File: src/rtl/rtc_bus_ctrl.sv
// Bus master for a multiplexed address/data RTC port: runs one paced address
// phase and one data phase (read or write) per request; all pad signals are registered.
`timescale 1ns/1ps
module rtc_bus_ctrl #(
  parameter int T_SETUP = 2,
  parameter int T_PULSE = 5,
  parameter int T_HOLD  = 2,
  parameter int T_TURN  = 3
) (
  input  logic       clk,
  input  logic       rst_n,
  input  logic       i_wr_req,
  input  logic       i_rd_req,
  input  logic [7:0] i_dir_rtc,
  input  logic [7:0] i_dato,
  output logic [7:0] o_dato_rtc,
  output logic       o_busy,
  output logic       o_done,
  output logic [7:0] o_ad_out,
  output logic       o_ad_oe,
  input  logic [7:0] i_ad_in,
  output logic       o_a_d,
  output logic       o_cs_n,
  output logic       o_rd_n,
  output logic       o_wr_n
);

  localparam int CNT_W = 8;

  typedef enum logic [3:0] {
    S_IDLE, S_A_SU, S_A_PW, S_A_HD, S_TURN, S_D_SU, S_D_PW, S_D_HD, S_DONE
  } state_t;

  state_t             r_state;
  logic [CNT_W-1:0]   r_cnt;
  logic               r_op_wr;
  logic [7:0]         r_addr;
  logic [7:0]         r_data;

  state_t             w_next;
  logic [CNT_W-1:0]   w_cnt_next;
  logic               w_advance;
  logic               w_accept;
  logic               w_op_wr;
  logic [7:0]         w_addr;
  logic [7:0]         w_data;

  function automatic int dur(state_t s);
    case (s)
      S_A_SU, S_D_SU: return T_SETUP;
      S_A_PW, S_D_PW: return T_PULSE;
      S_A_HD, S_D_HD: return T_HOLD;
      S_TURN:         return T_TURN;
      default:        return 1;
    endcase
  endfunction

  function automatic state_t follow(state_t s);
    case (s)
      S_IDLE:  return S_A_SU;
      S_A_SU:  return S_A_PW;
      S_A_PW:  return S_A_HD;
      S_A_HD:  return S_TURN;
      S_TURN:  return S_D_SU;
      S_D_SU:  return S_D_PW;
      S_D_PW:  return S_D_HD;
      S_D_HD:  return S_DONE;
      default: return S_IDLE;
    endcase
  endfunction

  // At most three zero-length states in a row (A_HD, TURN, D_SU); pulses are never zero.
  function automatic state_t next_live(state_t s);
    state_t t;
    t = follow(s);
    for (int i = 0; i < 3; i++) begin
      if (dur(t) == 0) t = follow(t);
    end
    return t;
  endfunction

  assign w_accept = (r_state == S_IDLE) && (i_wr_req || i_rd_req);
  // Outputs are computed from the next state, so the accept cycle must see the live inputs.
  assign w_op_wr  = (r_state == S_IDLE) ? i_wr_req  : r_op_wr;
  assign w_addr   = (r_state == S_IDLE) ? i_dir_rtc : r_addr;
  assign w_data   = (r_state == S_IDLE) ? i_dato    : r_data;

  always_comb begin
    // NOTE: every signal gets a default first so no path leaves it unassigned (no latch).
    w_next     = r_state;
    w_cnt_next = r_cnt;
    w_advance  = 1'b0;
    case (r_state)
      S_IDLE:  w_advance = w_accept;
      S_DONE:  w_advance = 1'b1;
      default: begin
        if (r_cnt == '0) w_advance = 1'b1;
        else             w_cnt_next = r_cnt - 1'b1;
      end
    endcase
    if (w_advance) begin
      w_next     = next_live(r_state);
      w_cnt_next = CNT_W'(dur(w_next) - 1);
    end
  end

  always_ff @(posedge clk or negedge rst_n) begin
    if (!rst_n) begin
      r_state    <= S_IDLE;
      r_cnt      <= '0;
      r_op_wr    <= 1'b0;
      r_addr     <= '0;
      r_data     <= '0;
      o_dato_rtc <= '0;
      o_busy     <= 1'b0;
      o_done     <= 1'b0;
      o_ad_out   <= '0;
      o_ad_oe    <= 1'b0;
      o_a_d      <= 1'b1;
      o_cs_n     <= 1'b1;
      o_rd_n     <= 1'b1;
      o_wr_n     <= 1'b1;
    end else begin
      // NOTE: non-blocking assignments so every register samples pre-edge values.
      r_state <= w_next;
      r_cnt   <= w_cnt_next;
      if (w_accept) begin
        r_op_wr <= i_wr_req;
        r_addr  <= i_dir_rtc;
        r_data  <= i_dato;
      end
      if (r_state == S_D_PW && r_cnt == '0 && !r_op_wr) o_dato_rtc <= i_ad_in;

      o_busy  <= (w_next != S_IDLE);
      o_done  <= (w_next == S_DONE);
      o_cs_n  <= 1'b1;
      o_rd_n  <= 1'b1;
      o_wr_n  <= 1'b1;
      o_a_d   <= 1'b1;
      o_ad_oe <= 1'b0;
      case (w_next)
        S_A_SU, S_A_PW, S_A_HD: begin
          o_ad_oe  <= 1'b1;
          o_ad_out <= w_addr;
          if (w_next == S_A_PW) begin
            o_cs_n <= 1'b0;
            o_wr_n <= 1'b0;
          end
        end
        S_TURN: o_a_d <= 1'b0;
        S_D_SU, S_D_PW, S_D_HD: begin
          o_a_d   <= 1'b0;
          o_ad_oe <= w_op_wr;
          if (w_op_wr) o_ad_out <= w_data;
          if (w_next == S_D_PW) begin
            o_cs_n <= 1'b0;
            if (w_op_wr) o_wr_n <= 1'b0;
            else         o_rd_n <= 1'b0;
          end
        end
        default: ;
      endcase
    end
  end

endmodule

File: config.mk
export PLATFORM = sky130hd
export DESIGN_NAME = rtc_bus_ctrl
export DESIGN_NICKNAME = d
export VERILOG_FILES = /design/src/rtl/rtc_bus_ctrl.sv
export SDC_FILE = /design/constraint.sdc
export NUM_CORES = 1
export LEC_CHECK = 0
export ABC_AREA = 1
export BUFFER_PORTS_ARGS = -buffer_cell sky130_fd_sc_hd__buf_4
export CAP_MARGIN = 5
export CELL_PAD_IN_SITES_DETAIL_PLACEMENT = 1
export CELL_PAD_IN_SITES_GLOBAL_PLACEMENT = 1
export CORE_MARGIN = 2
export CORE_UTILIZATION = 44
export DETAILED_ROUTE_END_ITERATION = 7
export PLACE_DENSITY_LB_ADDON = 0.1
export SYNTH_ARGS = -nofsm -noshare
export SYNTH_HDL_FRONTEND = slang
export SYNTH_SLANG_ARGS = --single-unit
export TNS_END_PERCENT = 20
File: constraint.sdc
create_clock -name clk -period 2.9 [get_ports clk]
set_input_delay 0.58 -clock clk [delete_from_list [all_inputs] [get_ports clk]]
set_output_delay 0.58 -clock clk [all_outputs]
set_load 0.005 [all_outputs]
==> summary.md <==
| Metric | Value |
|---|---|
| Worst-path maximum fanout | `11` |
| ANT nets after route | `0` |
| Slew @ Worst Pin | `0.655 ns` |
| Setup TNS | `0 ns` |
| Crit-path most repeated cell | `nand2_1` |
| Worst hold slack | `0.279 ns` |
| Synth top area share | `46.3%` |
| CP required | `3.11 ns` |
| Die height | `80.8 µm` |
| M1 WL | `2700 µm` |
| Gr usage total | `19.9%` |
| Initial Util | `46.2%` |
| FMAX | `0.415 GHz` |
| CP peak stage delay | `0.43 ns` |
| Post-cts gate resize count | `0` |
| Worst reg2reg path endpoint | `o_ad_out[7]` |
| Average wire per standard cell | `14.6 µm` |
| Clock Latency Late Sink | `0.31 ns` |
| CP Capture Type | `register` |
| CTS Hold Bufs | `0` |
| Core ar. | `0.00561 mm²` |
| Layout Nets | `367` |
| Total clock sinks | `52` |
| Share of layout cells above drive strength 1 | `29.9%` |
| Startpoint Class | `register` |
| Synthesized instance count | `282` |
| Synthesized area | `0.00259 mm²` |
| Max_slew headroom | `56.3%` |
| Crit Path Class | `register to register` |
| Seq/Total Area, Yosys | `50.4%` |
| Via count | `2,044` |
| Floorplan row count | `27` |
| Fin crit share | `83.1%` |
| PortBufs | `50` |
| Synth Register Bits | `52` |
| HP Class | `input pin to async pin` |
| Leakage | `0.00151 µW` |
| Synth unique cells | `32` |
| I/O pins | `51` |
| CP Data Arrival Time | `2.62 ns` |
| Reg2reg start | `r_cnt[0]` |
| Reg2Reg Depth | `13` |
| Via density per instance | `5.02` |
| Root Driver | `clkbuf_8` |
| Grt total ovfl | `0` |
| CTS buffer count | `5` |
| Status | `completed` |
| Drt first pass iters | `4` |
| Fin. Hold Viols | `0` |
| # fillers | `666` |
| Top cells by area, synth | `dfrtp_1 (46%), nand2_1 (9.4%), o21ai_0 (6.8%)` |
| Area Overhead vs Synth | `20.8%` |
| Largest net degree at the start of global routing | `53` |
| Post-route DRC | `0` |
| Final Wtd Congestion | `0.815` |
| Unrepaired setup endpoints after global routing | `false` |
| Crit path capture | `o_ad_out[7]` |
| Leading area contributor after synthesis | `dfrtp_1` |
| CTS HTree Levels | `2` |
| Initial antenna violation count | `0` |
| Worst reg2reg setup slack | `0.49 ns` |
| Warnings, synthesis | `0` |
| Setup Viol. Count Final | `0` |
| Setup bufs post-CTS | `0` |
| Inserted Diodes | `0` |
| Number of global-route vias before repair | `2,128` |
| Worst Setup Slack, final | `0.490 ns` |
| Max Cap Viol | `0` |
| PwrDens | `398 mW/mm²` |
| Met3 WL post-DR | `226 µm` |
| Critical Path Start | `r_cnt[0]` |
| DIE AREA | `0.00652 mm²` |
| CTS tree | `yes` |
| Maximum vdd ir drop | `0.300 mV` |
| Max Used Layer | `met4` |
| DRT iter0 DRCs | `99` |
| Die Wd | `80.8 µm` |
| Dpl hpwl | `4440 µm` |
| WL final | `5930 µm` |
| CP max-delay cell | `dfrtp_1` |
| Crit path cell chain | `inv_1, ha_1, nand2_1, o21ai_4, nand2_4, nand2_1, nand2_2, nand2_4, nand2_2, nor2_8, inv_4, nand2_1, nand2_1` |
| Syn_nets | `315` |
| Worst Skew | `0.00413 ns` |
| Crit path time final | `2.41 ns` |
| Total Power | `1250 µW` |
| Syn avg cell area | `9.19 µm²` |
| Setup WS pre-CTS | `0.515 ns` |
| CTS clk-pin slew, worst paths | `0.11 ns` |
| Clock buffer depth | `2` |
| WL met2 | `2960 µm` |
| Util after Layout | `55.8%` |
| Global-route wire length before repair | `9980 µm` |
| Max Slew Vio Count | `0` |
-- flip-flops by register name, indices dropped and copies added (netlist names), 4 cells and up --
name,count
o_ad_out,8
o_dato_rtc,8
r_addr,8
r_cnt,8
r_data,8
r_state,4
-- cells in the mapped netlist --
cell            n
nand2_1        65
dfrtp_1        48
o21ai_0        35
inv_1          30
nand3_1        27
mux2_2         10
nand2_2         9
nor2_1          8
ha_1            5
clkbuf_1        4
dfstp_2         4
nand2_4         4
nor2_4          4
nor3_1          4
inv_4           3
mux2i_1         3
nand4_1         3
a21oi_1         2
buf_1           1
buf_6           1
clkinv_2        1
dlygate4sd1_1   1
nand2_8         1
nand3_2         1
nand3_4         1
nor2_8          1
o2111ai_1       1
o211ai_1        1
o21ai_4         1
o221ai_1        1
o22a_1          1
xnor2_1         1
-- final cells by class --
class                   instances  area [µm²]  area share (%)
multi-input cells             189        1110            35.5
clock buffers                   5        68.8            2.20
repair buffers                 52         390            12.5
clock inverters                 3        27.5           0.879
well taps                      72        90.1            2.88
inverters                      34         136            4.36
flip-flops and latches         52        1310            41.7
-- worst min-delay path by stage --
stage / slack (ns) / endpoint
2_1_floorplan: 0.28 / o_ad_oe
3_3_place_gp: 0.46 / r_addr[7]
3_5_place_dp: 0.47 / r_addr[7]
4_1_cts: 0.32 / r_cnt[1]
5_1_grt: 0.33 / o_dato_rtc[1]
6_report: 0.28 / r_cnt[1]
-- logic make-up (layout without fill, tap and decap cells) --
family,after synthesis,in the layout,share of synthesized area [%]
simple gates,128,128,25.5
flops,52,52,50.4
compound gates,42,42,9.07
buf+inv,41,94,6.76
mux,13,13,5.50
fa+ha+maj,5,5,2.41
xor+xnor,1,1,0.338
-- power by group --
| part | switching (µW) | leakage [µW] | internal (µW) |
|---|---|---|---|
| registers | 2.94 | 0.000649 | 731 |
| logic | 28.9 | 0.000820 | 35.0 |
| clock network | 270 | 0.0000463 | 178 |
| total | 302 | 0.00151 | 943 |
-- layer usage --
metal / track usage [%] / vias to the layer above
li1: - / 1017
met1: 26.7 / 983
met2: 34.6 / 40
met3: 3.44 / 4
met4: 3.56 / 0
met5: 0 / -
-- metrics by stage --
stage | instance area (µm²) | instances
2_1_floorplan | 2590 | 282
3_3_place_gp | 3030 | 399
3_5_place_dp | 3030 | 399
4_1_cts | 3130 | 407
5_1_grt | 3130 | 407
6_report | 3130 | 407
-- critical path: cells and delay by family, from the launching register on --
kind	cells	cell delay [ns]
compound gates	1	0.37
fa+ha+maj	1	0.24
buf+inv	2	0.15
flops	1	0.43
simple gates	9	1.10
-- cell usage in the layout (no fill, tap or decap), types with 2 or more instances in the layout --
master    synthesis  layout
ha_1              5       5
clkbuf_8          0       5
nand2_1          65      65
mux2_2           10      10
nand3_1          27      27
o21ai_0          35      35
inv_1            30      30
nand2_2           9       9
dfstp_2           4       4
a21oi_1           2       2
inv_4             3       3
buf_4             0      52
nand2_4           4       4
nor3_1            4       4
nand4_1           3       3
nor2_4            4       4
nor2_1            8       8
mux2i_1           3       3
dfrtp_1          48      48
Power figures use the tool's default switching activity.
